### src/rtl/seq_const_divider.sv
// Bit-serial MSB-first divider by a compile-time constant, one remainder stage per clock.
// Handshake: start is accepted only while ready; done pulses once when the result lands.
module seq_const_divider #(
    parameter int unsigned WIDTH   = 8,
    parameter int unsigned DIVISOR = 3,
    parameter int unsigned REM_W   = $clog2(DIVISOR)
) (
    input  logic             clk,
    input  logic             rst_n,
    input  logic             start,
    input  logic [WIDTH-1:0] dividend,
    output logic             ready,
    output logic             busy,
    output logic             done,
    output logic [WIDTH-1:0] quotient,
    output logic [REM_W-1:0] remainder
);

    localparam int unsigned CNT_W = $clog2(WIDTH);
    localparam int unsigned T_W   = REM_W + 1;

    localparam logic [T_W-1:0]   DIV_T    = T_W'(DIVISOR);
    localparam logic [CNT_W-1:0] CNT_INIT = CNT_W'(WIDTH - 1);

    localparam logic [1:0] S_IDLE = 2'd0;
    localparam logic [1:0] S_RUN  = 2'd1;
    localparam logic [1:0] S_DONE = 2'd2;

    // Illegal parameterisations stop elaboration.
    if (DIVISOR < 2) begin : g_bad_divisor
        $error("seq_const_divider: DIVISOR must be >= 2");
    end
    if (WIDTH < 2) begin : g_bad_width
        $error("seq_const_divider: WIDTH must be >= 2");
    end
    if (REM_W != $clog2(DIVISOR)) begin : g_bad_rem_w
        $error("seq_const_divider: REM_W is derived and must not be overridden");
    end

    logic [1:0]       state_q,     state_d;
    logic [CNT_W-1:0] cnt_q,       cnt_d;
    logic [WIDTH-1:0] shreg_q,     shreg_d;
    logic [REM_W-1:0] r_q,         r_d;
    logic [WIDTH-1:0] quotient_q,  quotient_d;
    logic [REM_W-1:0] remainder_q, remainder_d;
    logic             ready_q,     ready_d;
    logic             busy_q,      busy_d;
    logic             done_q,      done_d;

    // One shared remainder stage: bring down the next dividend bit, subtract if it fits.
    logic [T_W-1:0]   t_c;
    logic             qbit_c;
    logic [REM_W-1:0] r_next_c;

    always_comb begin
        t_c      = {r_q, shreg_q[WIDTH-1]};
        qbit_c   = (t_c >= DIV_T);
        r_next_c = qbit_c ? REM_W'(t_c - DIV_T) : REM_W'(t_c);
    end

    // The shift register holds the dividend; quotient bits enter at the LSB as it drains.
    always_comb begin
        state_d     = state_q;
        cnt_d       = cnt_q;
        shreg_d     = shreg_q;
        r_d         = r_q;
        quotient_d  = quotient_q;
        remainder_d = remainder_q;

        case (state_q)
            S_IDLE: begin
                if (start) begin
                    shreg_d = dividend;
                    r_d     = '0;
                    cnt_d   = CNT_INIT;
                    state_d = S_RUN;
                end
            end
            S_RUN: begin
                shreg_d = {shreg_q[WIDTH-2:0], qbit_c};
                r_d     = r_next_c;
                if (cnt_q == '0) begin
                    quotient_d  = {shreg_q[WIDTH-2:0], qbit_c};
                    remainder_d = r_next_c;
                    state_d     = S_DONE;
                end else begin
                    cnt_d = cnt_q - CNT_W'(1);
                end
            end
            S_DONE: begin
                state_d = S_IDLE;
            end
            default: begin
                state_d = S_IDLE;
            end
        endcase

        ready_d = (state_d == S_IDLE);
        busy_d  = (state_d == S_RUN);
        done_d  = (state_d == S_DONE);
    end

    always_ff @(posedge clk) begin
        if (!rst_n) begin
            state_q     <= S_IDLE;
            cnt_q       <= '0;
            shreg_q     <= '0;
            r_q         <= '0;
            quotient_q  <= '0;
            remainder_q <= '0;
            ready_q     <= 1'b1;
            busy_q      <= 1'b0;
            done_q      <= 1'b0;
        end else begin
            state_q     <= state_d;
            cnt_q       <= cnt_d;
            shreg_q     <= shreg_d;
            r_q         <= r_d;
            quotient_q  <= quotient_d;
            remainder_q <= remainder_d;
            ready_q     <= ready_d;
            busy_q      <= busy_d;
            done_q      <= done_d;
        end
    end

    assign ready     = ready_q;
    assign busy      = busy_q;
    assign done      = done_q;
    assign quotient  = quotient_q;
    assign remainder = remainder_q;

endmodule

### config.mk
export PLATFORM = sky130hd
export DESIGN_NAME = seq_const_divider
export DESIGN_NICKNAME = d
export VERILOG_FILES = /design/src/rtl/seq_const_divider.sv
export SDC_FILE = /design/constraint.sdc
export NUM_CORES = 1
export LEC_CHECK = 0
export CAP_MARGIN = 20
export CORE_MARGIN = 2
export CORE_UTILIZATION = 52
export CTS_BUF_LIST = sky130_fd_sc_hd__clkbuf_8
export DETAILED_ROUTE_END_ITERATION = 16
export PLACE_DENSITY_LB_ADDON = 0.08
export SYNTH_ARGS = -nofsm -noshare
export SYNTH_HDL_FRONTEND = slang
export SYNTH_SLANG_ARGS = --single-unit
### constraint.sdc
create_clock -name clk -period 1.9 [get_ports clk]
set_clock_uncertainty 0.2 [all_clocks]
set_input_delay 0.38 -clock clk [delete_from_list [all_inputs] [get_ports clk]]
set_output_delay 0.38 -clock clk [all_outputs]
set_load 0.02 [all_outputs]
Word level (Yosys, flattened, before mapping)
Cells that the tools add are included.

operators by class
  add/sub/neg operators = 2
  $lt $le $gt $ge = 1
  equality and inequality tests = 5
  muxes and demuxes = 11
  reduce and logical (&&, ||, !) cells = 7

operators with widths
  operator             count
  $pmux 8 s2           1
  $mux 2               4
  $mux 8               1
  $pmux 2 s2           2
  $mux 3               2
  $pmux 3 s2           1
  $eq 2x1->1 const B   2
  $logic_not 2->1      2
  $ne 2x2->1 const B   2
  $reduce_and 2->1     2
  $ge 3x2->1 const B   1
  $logic_not 3->1      1
  $reduce_and 3->1     1
  $sub 3x1->3 const B  1
  $eq 2x2->1 const B   1
  $reduce_bool 2->1    1
  $sub 2x2->2 const B  1

storage, ports and cells
  bits in registers = 28
  input port bits = 11
  output and inout port bits = 13
  logic and storage cells = 35

Longest topological paths before layout
  word-level depth = 4
  mapped depth = 6
  mapped depth without buffers = 5

Least setup slack after synthesis
No wires, ideal clock.

  path kind = register to register
  start = register shreg_q[7]
  end = register r_q[0]
  setup time = 0.084 ns
  arrival time = 1.252 ns
  data required time = 1.616 ns
  setup slack = 0.364 ns
  stages on the path, launching flop included = 5
  path buffers = 0
  period minus slack after synthesis = 1.536 ns
  cell sequence = dfxtp_1 -> ha_1 -> or3_4 -> a21o_1 -> o31ai_2

on the way
  word-level cells in the longest chain between the ends = 3
  elaborated cells between the ends (all ways) = 4
  classes of those cells = add/sub (1); order compare (1); mux (2)

RTL lines
  item                                       RTL line  RTL
  from (decl)                                42        logic [WIDTH-1:0] shreg_q, shreg_d;
  from (signal assigned)                     117       shreg_q <= shreg_d;
  $ge 3x2->1 or $sub 2x2->2 (tied branches)  57, 58
  $mux 2 *                                   58        r_next_c = qbit_c ? REM_W'(t_c - DIV_T) : REM_W'(t_c);
  $pmux 2 s2 *                               70        case (state_q)
  to (signal assigned)                       118       r_q <= r_d;
  to (decl)                                  43        logic [REM_W-1:0] r_q, r_d;

Every way passes the cells marked *; elsewhere a longest branch is shown, timed or not.
A chain may end at the register's enable or synchronous reset.

Final worst setup path
  start = register remainder_q[1] (netlist: remainder[1])
  end = output port remainder[1]

RTL lines
  item                    RTL line  RTL
  from (decl)             45        logic [REM_W-1:0] remainder_q, remainder_d;
  from (signal assigned)  120       remainder_q <= remainder_d;
  to (decl)               16        output logic [REM_W-1:0] remainder

No word-level cell between the ends.

==> flow_summary_export.csv <==
group,metric,value,unit
setup_path,cp.depth,1,
setup_path,crit_start,"remainder[1]",
timing,setup_viol,0,
clock_network,path_clk_slew,90,ps
floorplanning,io_pins,24,
setup_path,end_kind,"output port",
clock_network,clkLatencyLatePin,270,ps
global_route,grt_max_degree,23,
setup_path,worstSetupPathType,"register to output port",
setup_path,worstPathMaxFanout,2,
hold_path,worstHoldPathCells,1,
finish,seq_area,560.5,um2
global_route,use_met3,2.586,%
clock_network,h-tree-depth,1,
route,wire_per_inst,14.05,um
job,drv_cap,0,
route,antenna_left,0,
finish,multiInputGateArea,553.0,um2
floorplanning,rows,17,
clock_network,cts_resized,0,
global_route,grt_use_total,19.56,%
timing,relSlewSlack,53.03,%
synth,synth_area,1191,um2
timing,min_period,1801,ps
clock_network,numClockSinks,28,
clock_network,cts_setup_buffers,0,
finish,antenna_cells,0,
finish,fillCellCount,189,
global_route,met2_usage,34.39,%
floorplanning,coreArea,2191,um2
global_route,antenna_found_initial,0,
synth,synth_cell_type_count,34,
setup_path,critical_path_buf_inv_count,1,
route,vias,966,
pwr,p_per_area,892.3,nW/um2
pwr,vdd_drop_max,0.7237,mV
synth,synthXorXnorAreaFrac,0,%
timing,slew_viol_final,0,
global_route,gr-total-overflow,0,
setup_path,worst_setup_path_start_kind,"register",
synth,synth_compound_area_share,19.22,%
finish,nets,159,
finish,area_delta_synth_final,23.21,%
timing,rsz0062_at_grt,"false",
floorplanning,die_area,2689,um2
setup_path,reg2reg_from,"cnt_q[0]",
clock_network,max-clock-path-buffers,2,
route,wl,2417,um
hold_path,hold_start,"cnt_q[0]",
synth,synth_simple_gate_area_share,18.17,%
clock_network,cts_tree,"built",
floorplanning,die_width,51.86,um
run_status,status,"finished clean",
timing,min_period_over_period,94.78,%
placement,finalWeightedCongestion,0.7393,
global_route,grt_pass1_wl,4002,um
setup_path,r2r_cells,5,
placement,place.port_buffers,23,
route,viasPerCell,5.616,
floorplanning,die_h,51.86,um
global_route,use_met1,24.95,%
synth,synthCells,123,
synth,synth_ff_type,"dfxtp_1",
synth,synth_seq_area_share,47.06,%
placement,dp_hpwl,1681,um
hold_path,hold_path_class,"register to register",
clock_network,hold_buffers,0,
synth,synth_nets,137,
clock_network,cts_buffers,3,
global_route,first_global_vias,908,
clock_network,root_buffer,"clkbuf_8",
route,drcViolationCount,0,
synth,syn_area_per_cell,9.684,um2
setup_path,cpLargestDelayFamily,"buffers and inverters",
synth,synth_mux_area_share,5.882,%
synth,yosysWarnings,0,
synth,synth-seq-cells,28,
synth,synth_top_family_by_area,"compound AO/OA/AOI/OAI gates",
setup_path,critPathRequiredTime,1320,ps
finish,drive_gt1_share,9.028,%
pwr,leakage,0.5444,nW
setup_path,cp.arrival,1220,ps
timing,max_freq,555.3,MHz
global_route,top_usage_layer,"met2",
timing,hold_viol_final,0,
setup_path,cpPeakStageDelay,610,ps
route,first_pass_iters,4,
synth,synthArstFlopShare,0,%
synth,synth-edff-count,0,
floorplanning,initial_core_util,54.37,%
timing,timing.hold.ws,287.7,ps
timing,tightest_slew,703.8,ps
route,drtIter0Drc,22,
setup_path,cp_slowest_cell,"clkdlybuf4s50_1",
synth,synth_fa_ha_area_share,3.151,%
finish,fin_util,66.99,%
setup_path,cp_cell_sequence,"clkdlybuf4s50_1",
## flip-flops by register name, summed over array words and instances (netlist names)
| signal | cells |
|---|---|
| quotient | 8 |
| shreg_q | 8 |
| cnt_q | 3 |
| r_q | 2 |
| remainder | 2 |
| state_q | 2 |
| busy | 1 |
| done | 1 |
| ready | 1 |
## power by group
group	internal, W	leakage (nW)	switching [W]
registers	0.000637	0.230	0.0000428
clock network	0.000185	0.0288	0.000181
logic	0.000124	0.286	0.000139
## worst paths after layout
check,end,slack [ps]
min,cnt_q[0],290
min reg2reg,cnt_q[0],290
max,remainder[1],100
max reg2reg,quotient[3],190
## placed cells by master, fill, tap and decap left out, drive strengths merged, types with 3 or more instances in the layout
| cell type | count |
|---|---|
| mux2i | 7 |
| a21oi | 8 |
| nand2 | 13 |
| clkbuf | 4 |
| inv | 5 |
| nor2 | 13 |
| a311oi | 8 |
| ha | 3 |
| dfxtp | 28 |
| clkdlybuf4s50 | 23 |
| nor3 | 3 |
## through the flow
stage	total power, W	setup WS [ps]	instances	cell area [um2]	setup TNS [ps]
3_3_place_gp	0.0009429	22.16	168	1413	0
5_1_grt	0.001365	50.08	172	1468	0
6_report	0.001310	99.23	172	1468	0
2_1_floorplan	0.0008762	363.9	123	1191	0
4_1_cts	0.001318	89.28	172	1468	0
3_5_place_dp	0.0009531	-35.71	168	1413	-50.01
## routing by layer
layer | share of wire (%) | wire, um
met1 | 48 | 1153
met2 | 48 | 1163
met3 | 3.1 | 76
met4 | 0.95 | 23
met5 | 0 | 0
## synthesized netlist by cell type, types with 3 or more instances
library cell	number	area, um2
dfxtp_1	28	560.5
ha_1	3	37.54
nor2_1	13	48.80
nor3_1	3	15.01
buf_6	3	33.78
inv_1	5	18.77
a21oi_1	8	40.04
a311oi_1	8	70.07
nand2_1	13	48.80
mux2i_1	7	70.07
## cells by family (layout without fill, tap and decap cells)
group	after synthesis	count (layout)
and+or+nand+nor	42	42
adders and majority gates	3	3
muxes	7	7
buffers and inverters	13	34
AOI/OAI and AO/OA	30	30
DFF	28	28
## area by class of cell
cell class	instances	area share [%]
sequential	28	38.19
clock buffer	4	3.751
tap	28	2.387
multi-input combinational	82	37.68
inverter	5	1.279
timing repair buffer	25	16.71
Power figures use the tool's default switching activity.
